$ cat config.mk
export PLATFORM = sky130hd
export DESIGN_NAME = dp_ram_sync
export DESIGN_NICKNAME = d
export VERILOG_FILES = /design/src/rtl/dp_ram_pkg.sv /design/src/rtl/dp_ram_port_pipe.sv /design/src/rtl/dp_ram_sync.sv
export SDC_FILE = /design/constraint.sdc
export NUM_CORES = 2
export LEC_CHECK = 0
export CAP_MARGIN = 20
export CORE_ASPECT_RATIO = 1.1
export CORE_UTILIZATION = 40
export CTS_CLUSTER_DIAMETER = 60
export DETAILED_ROUTE_END_ITERATION = 10
export PLACE_DENSITY_LB_ADDON = 0.05
export SLEW_MARGIN = 20
export SYNTH_ARGS = -nofsm -noshare
export SYNTH_HDL_FRONTEND = slang
export SYNTH_SLANG_ARGS = --single-unit
$ cat constraint.sdc
create_clock -name clk -period 3 [get_ports clk]
set_input_delay 0.3 -clock clk [delete_from_list [all_inputs] [get_ports clk]]
set_output_delay 0.3 -clock clk [all_outputs]
set_load 0.03 [all_outputs]
$ cat src/rtl/dp_ram_pkg.sv
// Shared types and helpers for the dp_ram_sync dual-port RAM.
// The parity helper is used only when DP_RAM_PARITY_EN is defined.
package dp_ram_pkg;

   typedef enum logic {
      CLEAR = 1'b0,
      READY = 1'b1
   } state_t;

   localparam int RD_FIRST = 0;
   localparam int WR_FIRST = 1;

   // Narrower words are zero-extended by the caller, which leaves even parity unchanged.
   function automatic logic even_parity(input logic [63:0] v);
      return ^v;
   endfunction

endpackage

$ cat src/rtl/dp_ram_port_pipe.sv
// Per-port read pipeline: 1- or 2-cycle latency, one-cycle valid pulse, held data.
// Flags are pulse-type (zero whenever valid is low). Optional feature macro: DP_RAM_PARITY_EN (handled by the top).
module dp_ram_port_pipe #(
   parameter int DATA_W  = 8,
   parameter int FLAG_W  = 1,
   parameter int OUT_REG = 0
) (
   input  logic              clk,
   input  logic              rst_n,
   input  logic              req,
   input  logic [DATA_W-1:0] din,
   input  logic [FLAG_W-1:0] fin,
   output logic              valid,
   output logic [DATA_W-1:0] dout,
   output logic [FLAG_W-1:0] fout
);

   logic              v1;
   logic [DATA_W-1:0] d1;
   logic [FLAG_W-1:0] f1;

   // NOTE: clocked state uses non-blocking assignments so every register samples pre-edge values.
   always_ff @(posedge clk) begin
      if (!rst_n) begin
         v1 <= 1'b0;
         d1 <= '0;
         f1 <= '0;
      end else begin
         v1 <= req;
         f1 <= req ? fin : '0;
         if (req) d1 <= din;
      end
   end

   generate
      if (OUT_REG != 0) begin : g_out_reg
         logic              v2;
         logic [DATA_W-1:0] d2;
         logic [FLAG_W-1:0] f2;

         always_ff @(posedge clk) begin
            if (!rst_n) begin
               v2 <= 1'b0;
               d2 <= '0;
               f2 <= '0;
            end else begin
               v2 <= v1;
               f2 <= f1;
               if (v1) d2 <= d1;
            end
         end

         assign valid = v2;
         assign dout  = d2;
         assign fout  = f2;
      end else begin : g_direct
         assign valid = v1;
         assign dout  = d1;
         assign fout  = f1;
      end
   endgenerate

endmodule

$ cat src/rtl/dp_ram_sync.sv
// Single-clock true dual-port RAM with clear engine, collision flag and selectable read-during-write.
// Optional macro DP_RAM_PARITY_EN adds a stored even-parity bit, a_perr/b_perr outputs and inj_perr.
module dp_ram_sync
   import dp_ram_pkg::*;
#(
   parameter int                DATA_W   = 8,
   parameter int                ADDR_W   = 7,
   parameter int                RD_MODE  = RD_FIRST,
   parameter int                OUT_REG  = 0,
   parameter logic [DATA_W-1:0] INIT_VAL = '0
) (
   input  logic              clk,
   input  logic              rst_n,
`ifdef DP_RAM_PARITY_EN
   input  logic              inj_perr,
   output logic              a_perr,
   output logic              b_perr,
`endif
   input  logic              clr_req,
   output logic              ready,
   input  logic              a_en,
   input  logic              a_we,
   input  logic [ADDR_W-1:0] a_addr,
   input  logic [DATA_W-1:0] a_din,
   output logic [DATA_W-1:0] a_dout,
   output logic              a_valid,
   input  logic              b_en,
   input  logic              b_we,
   input  logic [ADDR_W-1:0] b_addr,
   input  logic [DATA_W-1:0] b_din,
   output logic [DATA_W-1:0] b_dout,
   output logic              b_valid,
   output logic              collision
);

   localparam int DEPTH = 2 ** ADDR_W;
`ifdef DP_RAM_PARITY_EN
   localparam int WORD_W = DATA_W + 1;
   localparam int FLAG_W = 2;
`else
   localparam int WORD_W = DATA_W;
   localparam int FLAG_W = 1;
`endif

   state_t            state, state_nx;
   logic [ADDR_W-1:0] ptr, ptr_nx;
   logic [WORD_W-1:0] mem [DEPTH];
   logic [WORD_W-1:0] a_wword, b_wword, init_word, a_rword, b_rword;
   logic              a_acc, b_acc, a_wr, b_wr, same_addr, coll_now;
   logic [FLAG_W-1:0] a_fin, b_fin, a_fout, b_fout;

   assign ready     = (state == READY);
   assign same_addr = (a_addr == b_addr);
   assign a_acc     = rst_n & ready & a_en;
   assign b_acc     = rst_n & ready & b_en;
   assign a_wr      = a_acc & a_we;
   // Port A owns the word when both ports write the same address.
   assign b_wr      = b_acc & b_we & ~(a_wr & same_addr);
   assign coll_now  = a_acc & b_acc & same_addr & (a_we | b_we);

`ifdef DP_RAM_PARITY_EN
   assign a_wword   = {even_parity(64'(a_din)) ^ inj_perr, a_din};
   assign b_wword   = {even_parity(64'(b_din)), b_din};
   assign init_word = {even_parity(64'(INIT_VAL)), INIT_VAL};
   assign a_fin     = {even_parity(64'(a_rword[DATA_W-1:0])) ^ a_rword[DATA_W], coll_now};
   assign b_fin     = {even_parity(64'(b_rword[DATA_W-1:0])) ^ b_rword[DATA_W], coll_now};
   assign a_perr    = a_fout[1];
   assign b_perr    = b_fout[1];
`else
   assign a_wword   = a_din;
   assign b_wword   = b_din;
   assign init_word = INIT_VAL;
   assign a_fin     = coll_now;
   assign b_fin     = coll_now;
`endif

   always_ff @(posedge clk) begin
      if (!rst_n) begin
         state <= CLEAR;
         ptr   <= '0;
      end else begin
         state <= state_nx;
         ptr   <= ptr_nx;
      end
   end

   // NOTE: every always_comb output gets a default first so no path leaves it unassigned (no latch).
   always_comb begin
      state_nx = state;
      ptr_nx   = ptr;
      case (state)
         CLEAR: begin
            ptr_nx = ptr + 1'b1;
            if (&ptr) state_nx = READY;
         end
         READY: begin
            if (clr_req) begin
               state_nx = CLEAR;
               ptr_nx   = '0;
            end
         end
         default: state_nx = CLEAR;
      endcase
   end

   // NOTE: the array has no reset; the clear engine initialises it, keeping it mappable to block RAM.
   always_ff @(posedge clk) begin
      if (state == CLEAR) begin
         mem[ptr] <= init_word;
      end else begin
         if (a_wr) mem[a_addr] <= a_wword;
         if (b_wr) mem[b_addr] <= b_wword;
      end
   end

   // Write-first forwards whatever word this cycle leaves at the address, from either port.
   always_comb begin
      a_rword = mem[a_addr];
      b_rword = mem[b_addr];
      if (RD_MODE == WR_FIRST) begin
         if (a_wr)                   a_rword = a_wword;
         else if (b_wr && same_addr) a_rword = b_wword;
         if (b_wr)                   b_rword = b_wword;
         else if (a_wr && same_addr) b_rword = a_wword;
      end
   end

   dp_ram_port_pipe #(.DATA_W(DATA_W), .FLAG_W(FLAG_W), .OUT_REG(OUT_REG)) u_pipe_a (
      .clk   (clk),
      .rst_n (rst_n),
      .req   (a_acc),
      .din   (a_rword[DATA_W-1:0]),
      .fin   (a_fin),
      .valid (a_valid),
      .dout  (a_dout),
      .fout  (a_fout)
   );

   dp_ram_port_pipe #(.DATA_W(DATA_W), .FLAG_W(FLAG_W), .OUT_REG(OUT_REG)) u_pipe_b (
      .clk   (clk),
      .rst_n (rst_n),
      .req   (b_acc),
      .din   (b_rword[DATA_W-1:0]),
      .fin   (b_fin),
      .valid (b_valid),
      .dout  (b_dout),
      .fout  (b_fout)
   );

   assign collision = a_fout[0] & b_fout[0];

endmodule
==> flow_metrics.tcl <==
set metrics [dict create \
    critPathTopFamily "buffers and inverters" \
    rsz0062_at_grt "no" \
    rows 153 \
    violations "DRC" \
    placed_cells 7132 \
    async_reset_ff_share_pct 0 \
    drt_pass1_iterations 8 \
    p_leak_nw 29.6 \
    gp_congestion 1.03 \
    grt_pass1_wl_mm 419 \
    crit_chain "clkdlybuf4s50_1 > xor2_1 > nor4_2 > a31o_2 > buf_4 > nor3_4 > buf_12 > nand2_1 > buf_4 > mux2_2" \
    synth_edf_count 1024 \
    grt_max_degree 129 \
    vdd_drop_max_mv 0.452 \
    fmax_mhz 337 \
    grt_usage_pct 38.0 \
    viasPerCell 6.73 \
    hold_slack_ns 0.188 \
    clock_latency_ns 0.82 \
    slowest_stage "nor4_2" \
    grt_overflow 0 \
    cp.arrival_ns 3.52 \
    worst_pin_slew_ns 1.17 \
    cts_max_level 4 \
    die_area_mm2 0.161 \
    hold_path.class "input pin to register" \
    die_y_um 421 \
    area_growth_pct 23.2 \
    vias 49800 \
    p_int_mw 26.7 \
    syn-cell-area_mm2 0.0638 \
    fin_util_pct 49.7 \
    relSlewSlack_pct 21.8 \
    max_stage_delay_ns 0.66 \
    cts_tree "done" \
    finalCritPeriodShare_pct 98.9 \
    start_util_pct 40.3 \
    fp.dieW_um 383 \
    drv_cap 0 \
    routed_wl_mm 309 \
    cp.required_ns 3.55 \
    worstPathMaxFanout 7 \
    powerDensity_mw_per_mm2 463 \
    setup_violations 0 \
    grt_pass1_vias 48400 \
    ant_nets 0 \
    status "finished with violations" \
    root_buffer "clkbuf_16" \
    start_kind "input pin" \
    yosys.cell_types.count 82 \
    port_buffers 56 \
    io_pins 57 \
    p_seq_share_pct 43.9 \
    drt_iter0_markers 6819 \
    synth_nets 4638 \
    cts_buffers 141 \
    synth.ff_latch_count 1052 \
    avgSynthCellArea_um2 13.9 \
    remaining_drc_errors 20 \
    p_clk_share_pct 45.8 \
    min_period_ns 2.97 \
    switching_share_pct 26.5 \
    ys_warn_count 0 \
    yosys_most_used_dff "edfxtp_1" \
    placed_area_mm2 0.0740 \
    hpwl_mm 220 \
    p_switching_mw 9.62 \
    hold_viol 0 \
    antenna_found_initial 38 \
    cp_num_buf_inv 4 \
    final_nets 5223 \
    worst_setup_path_end_kind "register" \
    wl_per_cell_um 41.8 \
    core-area_mm2 0.158 \
    reg2reg_slack_ns 0.08 \
    clk_path_buf_depth 3 \
    path_clk_slew_ns 0.07 \
    finalNonFillerCells 7395 \
    n_fill_cell 14100 \
    power_mw 36.3 \
    fin_skew_ns 0.0318 \
    critPathKind "input pin to register" \
    slew_viol_final 0 \
    cp_common_cell "buf_4" \
    drive_above_1_share_pct 44.9 \
    final_cell_area_mm2 0.0786 \
    synth-seq-area-share_pct 49.1 \
    synthCells 4600 \
    combPwrFrac_pct 10.3 \
    cts_sinks 1052 \
]
path summary, 6_finish.rpt:
kind,start,end,depth (start not counted)
setup / recovery,b_addr[6],mem[23][1]$_DFFE_PP_,10
hold / removal,b_din[3],mem[109][3]$_DFFE_PP_,2
setup reg to reg,ready$_SDFF_PN0_,mem[81][0]$_DFFE_PP_,10
hold reg to reg,u_pipe_a.dout[1]$_SDFFE_PN0N_,u_pipe_a.dout[1]$_SDFFE_PN0N_,2
routing by layer:
layer  GRT usage, %  vias to the layer above  part of all wire [%]
met1           49.6                    26300                    39
met3           8.75                      733                   9.5
met4           21.7                       32                   6.3
li1               -                    19700                     -
met5              0                        -                 0.064
met2           58.2                     2999                    45
flip-flops by register name, indices dropped and copies added (netlist names):
register,cells
ready,1
u_pipe_a.dout,8
ptr,7
u_pipe_a.fout,1
u_pipe_b.dout,8
mem,1024
u_pipe_b.fout,1
u_pipe_a.valid,1
u_pipe_b.valid,1
cell usage in the layout (no fill, tap or decap), types with 19 or more instances in the layout:
cell type / count
buf_12: 194
mux2_2: 846
nor2_1: 73
dfxtp_1: 28
clkbuf_16: 149
nand2_1: 230
clkdlybuf4s50_1: 39
mux2_1: 313
clkinv_1: 27
mux4_2: 286
a21oi_1: 78
mux2i_1: 234
nand3_1: 25
nor2b_1: 21
a31oi_1: 22
a211oi_1: 28
clkinvlp_4: 19
o21ai_0: 197
a221oi_1: 111
edfxtp_1: 1024
buf_4: 714
nand2_2: 60
a22oi_1: 80
o221ai_1: 74
o22ai_1: 59
cell families (layout without fill, tap and decap cells):
kind of cell / Yosys count / in the layout / share of synthesized area (%)
compound gates: 784 / 784 / 8.62
xor+xnor: 7 / 7 / 0.0961
fa+ha+maj: 1 / 1 / 0.0196
buf+inv: 530 / 1226 / 3.67
flops: 1052 / 1052 / 49.1
mux: 1679 / 1679 / 34.2
other cells: 0 / 7 / 0
simple gates: 547 / 547 / 4.27
worst reg2reg max path, delay by kind of cell (launching register included):
family | cells | cell delay [ns]
buffers and inverters | 4 | 0.86
AO/OA/AOI/OAI | 2 | 0.56
AND/OR/NAND/NOR | 4 | 0.76
flip-flops | 1 | 0.45
layout make-up:
class	count	area (µm²)	area share, %
diodes	7	17.5	0.0223
multi-input cells	3018	30300	38.6
flip-flops and latches	1052	31300	39.9
repair buffers	957	9740	12.4
clock buffers	166	3790	4.83
clock inverters	88	688	0.876
well taps	2092	2620	3.33
inverters	15	62.6	0.0796
Yosys cell counts, types with 6 or more instances:
cell / number / area, µm²
nand4_1: 7 / 43.8
o31ai_1: 8 / 60.1
mux2i_1: 234 / 2340
o41ai_1: 6 / 52.6
mux4_2: 286 / 6440
dfxtp_1: 28 / 561
o21ai_0: 197 / 986
xor2_1: 7 / 61.3
buf_2: 95 / 475
mux2_2: 846 / 9530
o22ai_1: 59 / 369
a32oi_1: 8 / 70.1
o211ai_1: 8 / 60.1
nand3_1: 25 / 125
nor3_1: 12 / 60.1
a221o_1: 11 / 110
inv_1: 10 / 37.5
a21oi_1: 78 / 390
nand2b_1: 16 / 100
o2111ai_1: 10 / 87.6
o2bb2ai_1: 15 / 131
mux2_1: 313 / 3520
edfxtp_1: 1024 / 30700
nor3b_1: 8 / 60.1
nor2b_1: 28 / 175
a221oi_1: 111 / 972
buf_6: 15 / 169
nor2_1: 78 / 293
nand3b_1: 9 / 67.6
buf_1: 39 / 146
nand2_1: 231 / 867
o221ai_1: 74 / 648
a21boi_0: 8 / 60.1
a22oi_1: 80 / 601
nand2_2: 60 / 375
buf_4: 28 / 210
and2_1: 15 / 93.8
a211o_1: 7 / 61.3
a211oi_1: 28 / 210
clkbuf_1: 336 / 1260
a31oi_1: 22 / 138
o22a_1: 11 / 96.3
and3_1: 22 / 138
power groups by stage:
stage	Sequential [mW]	Combinational, mW	Clock, mW
after floorplan	16.2	1.60	0
after global placement	16.3	3.62	0
after detailed placement	16.3	3.61	0
after CTS	15.9	3.63	16.8
after global routing	15.9	3.74	17.3
final	15.9	3.75	16.6
stage by stage:
step	TNS (ns)	worst slack [ns]
after floorplan	0	0.151
after global placement	-1476.79	-0.961
after detailed placement	-1371.07	-0.908
after CTS	0	0.192
after global routing	0	0.00786
final	0	0.0324
what timing repair did:
item / CTS / global route
gates resized for setup: 1 / 0
setup buffers: 0 / 0
hold buffers: 2 / 0
endpoints found under the setup margin: 53 / 0
hold endpoints to repair: 16 / 0
Power figures use the tool's default switching activity.
